**src/rtl/snn_pkg.sv**
```systemverilog
// -----------------------------------------------------------------------------
// snn_pkg
// Shared definitions for the spiking-network back end.
//   - Default sizing constants for the vote classifier (class count, packet
//     width, per-class counter width, image counter width).
//   - vc_state_e: the argmax FSM states of vote_classifier.
// No ports; imported by vote_classifier and vote_counter_bank.
// -----------------------------------------------------------------------------
package snn_pkg;

  localparam int DEFAULT_NUM_CLASSES  = 9;
  localparam int DEFAULT_PACKET_WIDTH = 8;
  localparam int DEFAULT_COUNT_WIDTH  = 16;
  localparam int IMG_COUNT_WIDTH      = 16;

  // ACCUM collects votes, SCAN walks the counters one per cycle looking for
  // the maximum, REPORT publishes the winner and clears the counters.
  typedef enum logic [1:0] {
    ST_ACCUM  = 2'd0,
    ST_SCAN   = 2'd1,
    ST_REPORT = 2'd2
  } vc_state_e;

endpackage

```
**src/rtl/vote_counter_bank.sv**
```systemverilog
// -----------------------------------------------------------------------------
// vote_counter_bank
// Array of NUM_CLASSES saturating vote counters.
// Ports:
//   clk, rst     : clock, asynchronous active-high reset (zeroes all counters)
//   inc_en       : add one vote to counter inc_idx at the next clock edge
//   inc_idx      : class index to increment
//   clr          : zero every counter at the next clock edge (wins over inc_en)
//   rd_idx       : combinational read address
//   rd_data      : value of counter rd_idx (0 for out-of-range addresses)
//   sat_hit      : high when the requested increment hits a counter already
//                  at its maximum value (the counter stays put)
//   counts       : all counter values, only present when
//                  VOTE_CLASSIFIER_HIST_EN is defined (used for snapshots)
// -----------------------------------------------------------------------------
module vote_counter_bank
  import snn_pkg::*;
#(
  parameter int NUM_CLASSES = DEFAULT_NUM_CLASSES,
  parameter int COUNT_WIDTH = DEFAULT_COUNT_WIDTH
) (
  input  logic                           clk,
  input  logic                           rst,
  input  logic                           inc_en,
  input  logic [$clog2(NUM_CLASSES)-1:0] inc_idx,
  input  logic                           clr,
  input  logic [$clog2(NUM_CLASSES)-1:0] rd_idx,
  output logic [COUNT_WIDTH-1:0]         rd_data,
  output logic                           sat_hit
`ifdef VOTE_CLASSIFIER_HIST_EN
  ,
  output logic [COUNT_WIDTH-1:0]         counts [NUM_CLASSES]
`endif
);

  localparam logic [COUNT_WIDTH-1:0] CNT_MAX = '1;

  logic [COUNT_WIDTH-1:0] cnt_q [NUM_CLASSES];
  logic [COUNT_WIDTH-1:0] cnt_d [NUM_CLASSES];

  // Next counter values: a clear wipes the whole bank, otherwise only the
  // addressed counter moves, and it sticks at its maximum instead of wrapping.
  always_comb begin
    sat_hit = 1'b0;
    for (int i = 0; i < NUM_CLASSES; i++) begin
      cnt_d[i] = cnt_q[i];
      if (clr) begin
        cnt_d[i] = '0;
      end else if (inc_en && (int'(inc_idx) == i)) begin
        if (cnt_q[i] == CNT_MAX) begin
          sat_hit = 1'b1;
        end else begin
          cnt_d[i] = cnt_q[i] + COUNT_WIDTH'(1);
        end
      end
    end
  end

  // Counter storage.
  always_ff @(posedge clk or posedge rst) begin
    if (rst) begin
      for (int i = 0; i < NUM_CLASSES; i++) begin
        cnt_q[i] <= '0;
      end
    end else begin
      cnt_q <= cnt_d;
    end
  end

  // Read mux written as a compare loop so an address past the last class
  // simply reads as zero.
  always_comb begin
    rd_data = '0;
    for (int i = 0; i < NUM_CLASSES; i++) begin
      if (int'(rd_idx) == i) begin
        rd_data = cnt_q[i];
      end
    end
  end

`ifdef VOTE_CLASSIFIER_HIST_EN
  // Expose every counter so the top level can snapshot a finished image.
  always_comb begin
    for (int i = 0; i < NUM_CLASSES; i++) begin
      counts[i] = cnt_q[i];
    end
  end
`endif

endmodule

```
**src/rtl/vote_classifier.sv**
```systemverilog
// -----------------------------------------------------------------------------
// vote_classifier
// Accumulates spike packets from the grid output core as per-class votes,
// then at the end of each image scans the counters for the class with the
// most votes (lowest index wins ties) and reports it for one cycle.
// Ports:
//   clk, rst        : clock, asynchronous active-high reset
//   packet_in       : spike packet; class = packet_in mod NUM_CLASSES
//   packet_in_valid : packet qualifier
//   img_done        : one-cycle end-of-image pulse
//   class_out       : winning class index (held until the next report)
//   max_votes       : vote count of the winning class (held likewise)
//   class_valid     : one-cycle pulse marking a new report
//   busy            : high while scanning or reporting
//   img_count       : number of images reported, wraps at 16 bits
//   drop_err        : sticky, a packet arrived while not accumulating
//   sat_err         : sticky, a vote hit a counter already at its maximum
// Optional (macro VOTE_CLASSIFIER_HIST_EN):
//   hist_addr       : class index into the last reported image's counters
//   hist_data       : registered read of that snapshot, one-cycle latency
// -----------------------------------------------------------------------------
module vote_classifier
  import snn_pkg::*;
#(
  parameter int NUM_CLASSES  = DEFAULT_NUM_CLASSES,
  parameter int PACKET_WIDTH = DEFAULT_PACKET_WIDTH,
  parameter int COUNT_WIDTH  = DEFAULT_COUNT_WIDTH
) (
  input  logic                           clk,
  input  logic                           rst,
  input  logic [PACKET_WIDTH-1:0]        packet_in,
  input  logic                           packet_in_valid,
  input  logic                           img_done,
  output logic [$clog2(NUM_CLASSES)-1:0] class_out,
  output logic [COUNT_WIDTH-1:0]         max_votes,
  output logic                           class_valid,
  output logic                           busy,
  output logic [IMG_COUNT_WIDTH-1:0]     img_count,
  output logic                           drop_err,
  output logic                           sat_err
`ifdef VOTE_CLASSIFIER_HIST_EN
  ,
  input  logic [$clog2(NUM_CLASSES)-1:0] hist_addr,
  output logic [COUNT_WIDTH-1:0]         hist_data
`endif
);

  localparam int IDX_W = $clog2(NUM_CLASSES);
  localparam logic [IDX_W-1:0] LAST_IDX = IDX_W'(NUM_CLASSES - 1);

  vc_state_e                  state_q, state_d;
  logic [IDX_W-1:0]           scan_idx_q, scan_idx_d;
  logic [IDX_W-1:0]           best_idx_q, best_idx_d;
  logic [COUNT_WIDTH-1:0]     best_cnt_q, best_cnt_d;
  logic [IDX_W-1:0]           class_out_q, class_out_d;
  logic [COUNT_WIDTH-1:0]     max_votes_q, max_votes_d;
  logic                       class_valid_q, class_valid_d;
  logic [IMG_COUNT_WIDTH-1:0] img_count_q, img_count_d;
  logic                       drop_err_q, drop_err_d;
  logic                       sat_err_q, sat_err_d;

  logic                       inc_en;
  logic                       clr_cnt;
  logic [IDX_W-1:0]           pkt_class;
  logic [COUNT_WIDTH-1:0]     rd_data;
  logic                       sat_hit;
  logic [IDX_W-1:0]           cand_idx;
  logic [COUNT_WIDTH-1:0]     cand_cnt;

`ifdef VOTE_CLASSIFIER_HIST_EN
  logic [COUNT_WIDTH-1:0]     counts [NUM_CLASSES];
`endif

  // Class of the incoming packet; the modulus is a constant so this folds
  // into a small fixed mapping.
  assign pkt_class = IDX_W'(32'(packet_in) % 32'(NUM_CLASSES));

  vote_counter_bank #(
    .NUM_CLASSES (NUM_CLASSES),
    .COUNT_WIDTH (COUNT_WIDTH)
  ) u_bank (
    .clk     (clk),
    .rst     (rst),
    .inc_en  (inc_en),
    .inc_idx (pkt_class),
    .clr     (clr_cnt),
    .rd_idx  (scan_idx_q),
    .rd_data (rd_data),
    .sat_hit (sat_hit)
`ifdef VOTE_CLASSIFIER_HIST_EN
    ,
    .counts  (counts)
`endif
  );

  // Next-state and datapath control. Votes land in the counters at the edge
  // that samples them, so a packet arriving alongside img_done is already
  // visible when scan cycle 0 reads counter 0. The final scan cycle loads the
  // result registers directly, which makes them valid during the REPORT cycle
  // itself; the counter clear and image count update share that same edge.
  always_comb begin
    state_d       = state_q;
    scan_idx_d    = scan_idx_q;
    best_idx_d    = best_idx_q;
    best_cnt_d    = best_cnt_q;
    class_out_d   = class_out_q;
    max_votes_d   = max_votes_q;
    class_valid_d = 1'b0;
    img_count_d   = img_count_q;
    drop_err_d    = drop_err_q;
    sat_err_d     = sat_err_q;
    inc_en        = 1'b0;
    clr_cnt       = 1'b0;
    cand_idx      = best_idx_q;
    cand_cnt      = best_cnt_q;

    if (packet_in_valid) begin
      if (state_q == ST_ACCUM) begin
        inc_en = 1'b1;
      end else begin
        drop_err_d = 1'b1;
      end
    end

    if (sat_hit) begin
      sat_err_d = 1'b1;
    end

    case (state_q)
      ST_ACCUM: begin
        if (img_done) begin
          state_d    = ST_SCAN;
          scan_idx_d = '0;
          best_idx_d = '0;
          best_cnt_d = '0;
        end
      end
      ST_SCAN: begin
        // Strictly-greater replacement keeps the earliest (lowest) index on
        // ties; starting from zero means an empty image reports class 0.
        if (rd_data > best_cnt_q) begin
          cand_idx = scan_idx_q;
          cand_cnt = rd_data;
        end
        best_idx_d = cand_idx;
        best_cnt_d = cand_cnt;
        if (scan_idx_q == LAST_IDX) begin
          state_d       = ST_REPORT;
          class_out_d   = cand_idx;
          max_votes_d   = cand_cnt;
          class_valid_d = 1'b1;
          img_count_d   = img_count_q + IMG_COUNT_WIDTH'(1);
          clr_cnt       = 1'b1;
        end else begin
          scan_idx_d = scan_idx_q + IDX_W'(1);
        end
      end
      ST_REPORT: begin
        state_d = ST_ACCUM;
      end
      default: begin
        state_d = ST_ACCUM;
      end
    endcase
  end

  // State and result registers; reset aborts any scan in progress.
  always_ff @(posedge clk or posedge rst) begin
    if (rst) begin
      state_q       <= ST_ACCUM;
      scan_idx_q    <= '0;
      best_idx_q    <= '0;
      best_cnt_q    <= '0;
      class_out_q   <= '0;
      max_votes_q   <= '0;
      class_valid_q <= 1'b0;
      img_count_q   <= '0;
      drop_err_q    <= 1'b0;
      sat_err_q     <= 1'b0;
    end else begin
      state_q       <= state_d;
      scan_idx_q    <= scan_idx_d;
      best_idx_q    <= best_idx_d;
      best_cnt_q    <= best_cnt_d;
      class_out_q   <= class_out_d;
      max_votes_q   <= max_votes_d;
      class_valid_q <= class_valid_d;
      img_count_q   <= img_count_d;
      drop_err_q    <= drop_err_d;
      sat_err_q     <= sat_err_d;
    end
  end

  assign class_out   = class_out_q;
  assign max_votes   = max_votes_q;
  assign class_valid = class_valid_q;
  assign busy        = (state_q != ST_ACCUM);
  assign img_count   = img_count_q;
  assign drop_err    = drop_err_q;
  assign sat_err     = sat_err_q;

`ifdef VOTE_CLASSIFIER_HIST_EN
  logic [COUNT_WIDTH-1:0] snap_q [NUM_CLASSES];
  logic [COUNT_WIDTH-1:0] snap_d [NUM_CLASSES];
  logic [COUNT_WIDTH-1:0] hist_data_q, hist_data_d;

  // The snapshot is taken on the same edge that clears the counters, so it
  // captures the counts of the image being reported.
  always_comb begin
    hist_data_d = '0;
    for (int i = 0; i < NUM_CLASSES; i++) begin
      snap_d[i] = clr_cnt ? counts[i] : snap_q[i];
      if (int'(hist_addr) == i) begin
        hist_data_d = snap_q[i];
      end
    end
  end

  // Snapshot storage and registered read port.
  always_ff @(posedge clk or posedge rst) begin
    if (rst) begin
      for (int i = 0; i < NUM_CLASSES; i++) begin
        snap_q[i] <= '0;
      end
      hist_data_q <= '0;
    end else begin
      snap_q      <= snap_d;
      hist_data_q <= hist_data_d;
    end
  end

  assign hist_data = hist_data_q;
`endif

endmodule

```
**config.mk**
```make
export PLATFORM = sky130hd
export DESIGN_NAME = vote_classifier
export DESIGN_NICKNAME = d
export VERILOG_FILES = /design/src/rtl/snn_pkg.sv /design/src/rtl/vote_counter_bank.sv /design/src/rtl/vote_classifier.sv
export SDC_FILE = /design/constraint.sdc
export NUM_CORES = 1
export LEC_CHECK = 0
export ABC_CLOCK_PERIOD_IN_PS = 13500
export BUFFER_PORTS_ARGS = -buffer_cell sky130_fd_sc_hd__buf_2
export CAP_MARGIN = 40
export CORE_ASPECT_RATIO = 1.5
export CORE_UTILIZATION = 40
export CTS_CLUSTER_DIAMETER = 200
export DETAILED_ROUTE_END_ITERATION = 16
export PLACE_DENSITY_LB_ADDON = 0.25
export SYNTH_ARGS = -nofsm -noshare
export SYNTH_HDL_FRONTEND = slang
export SYNTH_HIERARCHICAL = 1
export SYNTH_SLANG_ARGS = --single-unit
```
**constraint.sdc**
```tcl
create_clock -name clk -period 13.5 [get_ports clk]
set_input_delay 4.05 -clock clk [delete_from_list [all_inputs] [get_ports clk]]
set_output_delay 4.05 -clock clk [all_outputs]
set_load 0.05 [all_outputs]
```
# Yosys cells after proc, flatten, opt, wreduce, memory -nomap -nowiden
# Index checks and enable logic that the tools add are counted.
# classes
mux,78
n_reduce_logical,37
magnitude_cmp,1
shift,0
n_addsub,11
multipliers,0
div_mod_pow,1
bitwise_logic,1
eq_ne,39
# op_table
op,count
two-way mux 16 bit,38
"adder 16 x 1 -> 16 bit, second input constant",10
"== test 16 bit, second input constant",9
"== test 4 bit, second input constant",11
"remainder unit 8 x 4 -> 32 bit, second input constant",1
one-hot mux 16 bit (2 select lines),1
two-way mux 1 bit,31
AND reduction 2 bit,13
"inequality test 2 bit, second input constant",12
nonzero test 2 bit,11
"== test 4 x 3 -> 1 bit, second input constant",4
> comparator 16 bit,1
one-hot mux 4 bit (2 select lines),2
two-way mux 4 bit,3
logical AND 1 bit,9
"== test 4 x 2 -> 1 bit, second input constant",2
zero test 4 bit,2
"adder 4 x 1 -> 4 bit, second input constant",1
two-way mux 2 bit,2
one-hot mux 2 bit (2 select lines),1
AND reduction 3 bit,1
"== test 2 x 1 -> 1 bit, second input constant",1
zero test 2 bit,1
inverter 1 bit,1
# totals
input_bits,12
elab_cells,187
memories,0
rom_bits,0
ram_bits,0
latch_bits,0
register_bits,209
output_inout_bits,40

# Longest topological paths before layout
# logic_depth
ltp_word,30
ltp_mapped,34
depth_no_buf,30

# Cells and area by module
# The synthesis kept the hierarchy.
# by_module_without_submodules
module,n_inst,cells_each,seq_area_each_um2,area_each_um2
vote_counter_bank,1,1016,3603.5,9145.0
vote_classifier,1,510,1626.6,4530.6

# Worst setup path before layout
# Ideal clock, no wire load.
# synth_timing
path_kind,input -> register
from,input port packet_in[4]
to,register sat_err_q (netlist: sat_err)
cell_stages,33
required_ps,13373
setup_time_ps,127
setup_slack_ps,2955
arrival_time_ps,10417
path_buffers,4
path_cell_list,nor3_1 inv_1 ha_1 nand2b_1 o21ai_1 buf_4 a21oi_1 or3_1 buf_2 a21oi_1 o21a_1 ha_1 nand3_1 nor3b_1 o22ai_2 and3_1 buf_4 xnor2_1 ha_1 nand2b_1 maj3_1 a21oi_1 a22oi_1 a211oi_2 a21oi_1 xnor2_1 and2b_2 buf_4 and3_1 a32o_1 nor4_1 a31oi_1 or2_2
# synth_between
elab_chain_len,29
elab_cells_between_ends,45
# synth_rtl
item,line,text
from (decl),vote_classifier.sv:31,"input logic [PACKET_WIDTH-1:0] packet_in,"
remainder unit 8 x 4 -> 32 bit (*),vote_classifier.sv:76,assign pkt_class = IDX_W'(32'(packet_in) % 32'(NUM_CLASSES));
net pkt_class[3],vote_classifier.sv:64,logic [IDX_W-1:0] pkt_class;
zero test 4 bit,vote_counter_bank.sv:49,end else if (inc_en && (int'(inc_idx) == i)) begin
logical AND 1 bit,vote_counter_bank.sv:49,
two-way mux 1 bit,vote_counter_bank.sv:49,
two-way mux 1 bit,vote_counter_bank.sv:47,if (clr) begin
two-way mux 1 bit,vote_counter_bank.sv:50,if (cnt_q[i] == CNT_MAX) begin
two-way mux 1 bit,vote_counter_bank.sv:49,
(+15 left out),n/a,
two-way mux 1 bit,vote_counter_bank.sv:47,
two-way mux 1 bit,vote_counter_bank.sv:50,
two-way mux 1 bit,vote_counter_bank.sv:49,
two-way mux 1 bit,vote_counter_bank.sv:47,
two-way mux 1 bit,vote_counter_bank.sv:50,
two-way mux 1 bit,vote_counter_bank.sv:49,
two-way mux 1 bit (*),vote_counter_bank.sv:47,
net sat_hit,vote_classifier.sv:66,logic sat_hit;
to (signal assigned),vote_classifier.sv:190,sat_err_q <= sat_err_d;
to (decl),vote_classifier.sv:60,"logic sat_err_q, sat_err_d;"
# The timed path passes the listed nets; every way through them passes the cells marked *.
# A chain may end at the register's enable or synchronous reset.

# Final worst setup path
# layout_timing
from,input port packet_in[5]
to,register u_bank/cnt_q[13] in the netlist's numbering
# layout_between
elab_chain_len,5
# layout_rtl
item,line,text
remainder unit 8 x 4 -> 32 bit,vote_classifier.sv:76,
net pkt_class[1],vote_classifier.sv:64,
== test 4 bit,vote_counter_bank.sv:49,
logical AND 1 bit,vote_counter_bank.sv:49,
nonzero test 2 bit (no source line),n/a,
AND reduction 2 bit (no source line),n/a,
to (signal assigned),vote_counter_bank.sv:66,cnt_q <= cnt_d;
to (decl),vote_counter_bank.sv:38,logic [COUNT_WIDTH-1:0] cnt_q [NUM_CLASSES];
# The timed path passes the listed nets, and every way through them passes these cells.

==> results.json <==
{
  "hp-start": "img_count[15]",
  "comb_power_share_pct": 42.6,
  "grt_pass1_wl_um": 61000,
  "p_seq_share_pct": 32.7,
  "post_cts_buffers": 0,
  "regToRegSetupSlack_ns": 8.33,
  "maxSlewHeadroom_pct": 39.2,
  "dr_wl_met3_um": 1200,
  "highest_layer": "met4",
  "path_clk_slew_ns": 0.06,
  "antenna_found_initial": 0,
  "totalWireLength_um": 37600,
  "critPathMaxStageDelay_ns": 0.65,
  "swShare_pct": 42.3,
  "vias": 11553,
  "worstMarginPinSlew_ns": 0.912,
  "regArea_mm2": 0.00523,
  "crit_buf_inv": 2,
  "setup.worst_path.start_class": "input pin",
  "fin_crit_ns": 11.50,
  "layout_setup_ws_ns": 2.00,
  "max_freq_mhz": 86.9,
  "crit_start": "packet_in[5]",
  "p_sw_mw": 1.03,
  "ys_ff_latch": 209,
  "drtAntennaViolNets": 0,
  "grt_remaining_overflow": 0,
  "wl_met2_um": 19400,
  "most-common-layout-cells": "dfrtp_1 (208), nor2_1 (165), nand2_1 (143)",
  "crit_path_end_kind": "register",
  "area_delta_synth_final_pct": 9.89,
  "hold_violations": 0,
  "final_common_cell": "dfrtp_1",
  "crit_required_ns": 13.94,
  "dp_slack_ns": 1.57,
  "r2r_cells": 17,
  "start_util_pct": 40.8,
  "whs_ns": 0.460,
  "rsz0062_at_grt": "false",
  "crit_fanout": 15,
  "critPathArrivalTime_ns": 11.94,
  "min_path_cells": 1,
  "root_buffer": "clkbuf_16",
  "power_frac_clock_pct": 24.8,
  "tritoncts": "built",
  "hold_end": "img_count[15]",
  "netlist-cell-type-count": 91,
  "status": "completed",
  "multi_input_area_mm2": 0.00786,
  "fillers": 3277,
  "hp-class": "reg -> reg",
  "path_delay_family": "simple AND/OR/NAND/NOR gates",
  "first_iter_violations": 781,
  "dieArea_mm2": 0.0349,
  "syn_nets": 1571,
  "slowest_stage": "nor3b_2",
  "dp_hpwl_um": 27700,
  "first_pass_iters": 5,
  "numCtsBuffers": 23,
  "io_pins": 52,
  "grt_pass1_vias": 11176,
  "portBuffers": 51,
  "powerDensity_mw_per_mm2": 162,
  "clock_sinks": 209,
  "cts_resized": 0,
  "drc": 0,
  "period_share_pct": 85.2,
  "finalNetCount": 1588,
  "insertion_delay_ns": 0.52,
  "synth_edf_count": 0,
  "drt-met1-wl_um": 15300,
  "n_antenna_cell": 0,
  "cts_hold_buffers": 0,
  "rows": 82,
  "syn_area_mm2": 0.0137,
  "cell_internal_pwr_mw": 1.40,
  "coreArea_mm2": 0.0335,
  "cts_buffer_depth": 3,
  "leakage_nw": 6.31,
  "clock_skew_ns": 0.00766,
  "die_w_um": 153,
  "slew_violations": 0,
  "grt_max_degree": 69,
  "grtUsageTotal_pct": 21.7,
  "routedWlPerCell_um": 19.0,
  "synth_ff_type": "dfrtp_1",
  "setup_tns_ns": 0,
  "die_height_um": 228,
  "drive_gt1_share_pct": 10.9,
  "synth_seq_area_share_pct": 38.2,
  "yosys_warnings": 6,
  "syn_area_per_cell_um2": 8.96,
  "cap_violations": 0,
  "htreeDepth": 1,
  "peakVddDrop_mv": 0.204,
  "path_class": "in -> reg",
  "r2r-start": "scan_idx_q[0]",
  "regToRegEndpoint": "best_cnt_q[0]",
  "synthCells": 1526,
  "via_per_inst": 5.84,
  "finalSetupViolCount": 0,
  "async_reset_ff_share_pct": 100,
  "cpMostUsedCell": "a21oi_1",
  "gp_congestion": 0.968
}
[cells by family (layout without fill, tap and decap cells)]
logic type | count (synthesis) | in the layout | share of synthesized area (%)
AO/OA/AOI/OAI | 326 | 326 | 16.8
multiplexers | 61 | 61 | 5.49
XOR/XNOR | 131 | 131 | 8.39
buffers and inverters | 142 | 174 | 4.39
adder cells (fa/ha/maj) | 35 | 35 | 3.17
AND/OR/NAND/NOR | 622 | 622 | 23.5
flip-flops | 209 | 209 | 38.2
[area by class of cell]
cell class,instances,share of cell area [%]
Clock buffer,36,4.55
Clock inverter,4,0.133
Inverter,67,1.72
Multi-Input combinational cell,1175,52.3
Sequential cell,209,34.8
Tap cell,420,3.50
Timing Repair Buffer,67,2.96
[synthesized netlist by cell type (18+ instances only)]
cell type  number  area share, %
nand3_1        50            1.8
a22oi_1        18           0.99
nor4_1         26            1.2
nor3_1         41            1.5
mux2i_1        30            2.2
ha_1           33            3.0
o21a_1         25            1.4
nor2_1        165            4.5
nand2_1       143            3.9
mux2_2         18            1.5
and2_1         18           0.82
a22o_1         26            1.7
and3_1         21           0.96
a211oi_1       26            1.4
xnor2_1       109            7.0
nand4_1        48            2.2
clkbuf_1       46            1.3
o21ai_0        57            2.1
dfrtp_1       209             38
a21oi_1        62            2.3
inv_1          67            1.8
xor2_1         22            1.4
[registers in the layout, indices dropped and copies added, names as in the netlist]
signal        count
class_valid       1
sat_err           1
img_count        16
best_idx_q        4
drop_err          1
best_cnt_q       16
scan_idx_q        4
u_bank/cnt_q    144
class_out         4
state_q           2
max_votes        16
[stage by stage]
| step | area, µm² | utilization, % | cells | power, mW |
|---|---|---|---|---|
| finish | 15000 | 44.8 | 1978 | 2.43 |
| floorplan | 13700 | - | 1526 | 1.58 |
| global route | 15000 | 44.8 | 1978 | 2.59 |
| detailed placement | 14300 | 42.7 | 1938 | 1.84 |
| global placement | 14200 | 42.4 | 1933 | 1.81 |
| CTS | 15000 | 44.8 | 1978 | 2.45 |
[per-layer routing]
layer  vias up  global-route usage, %
li1       5539                      -
met1      5669                   25.3
met2       271                   39.8
met3        74                   2.20
met4         0                   10.0
met5         -                      0
[worst max path at each step]
stage	end	cells after the start
after floorplan	sat_err	33
after global placement	sat_err	30
after detailed placement	u_bank/cnt_q[13]	28
after CTS	u_bank/cnt_q[13]	28
after global routing	u_bank/cnt_q[13]	28
final	u_bank/cnt_q[13]	28
[power by group through the flow]
stage | Sequential (mW) | Clock [mW] | Combinational (mW)
after global placement | 0.812 | 0 | 0.996
after detailed placement | 0.804 | 0 | 1.03
final | 0.794 | 0.602 | 1.03
after floorplan | 0.870 | 0 | 0.705
after global routing | 0.805 | 0.645 | 1.15
after CTS | 0.794 | 0.618 | 1.03
Power figures use the tool's default switching activity.
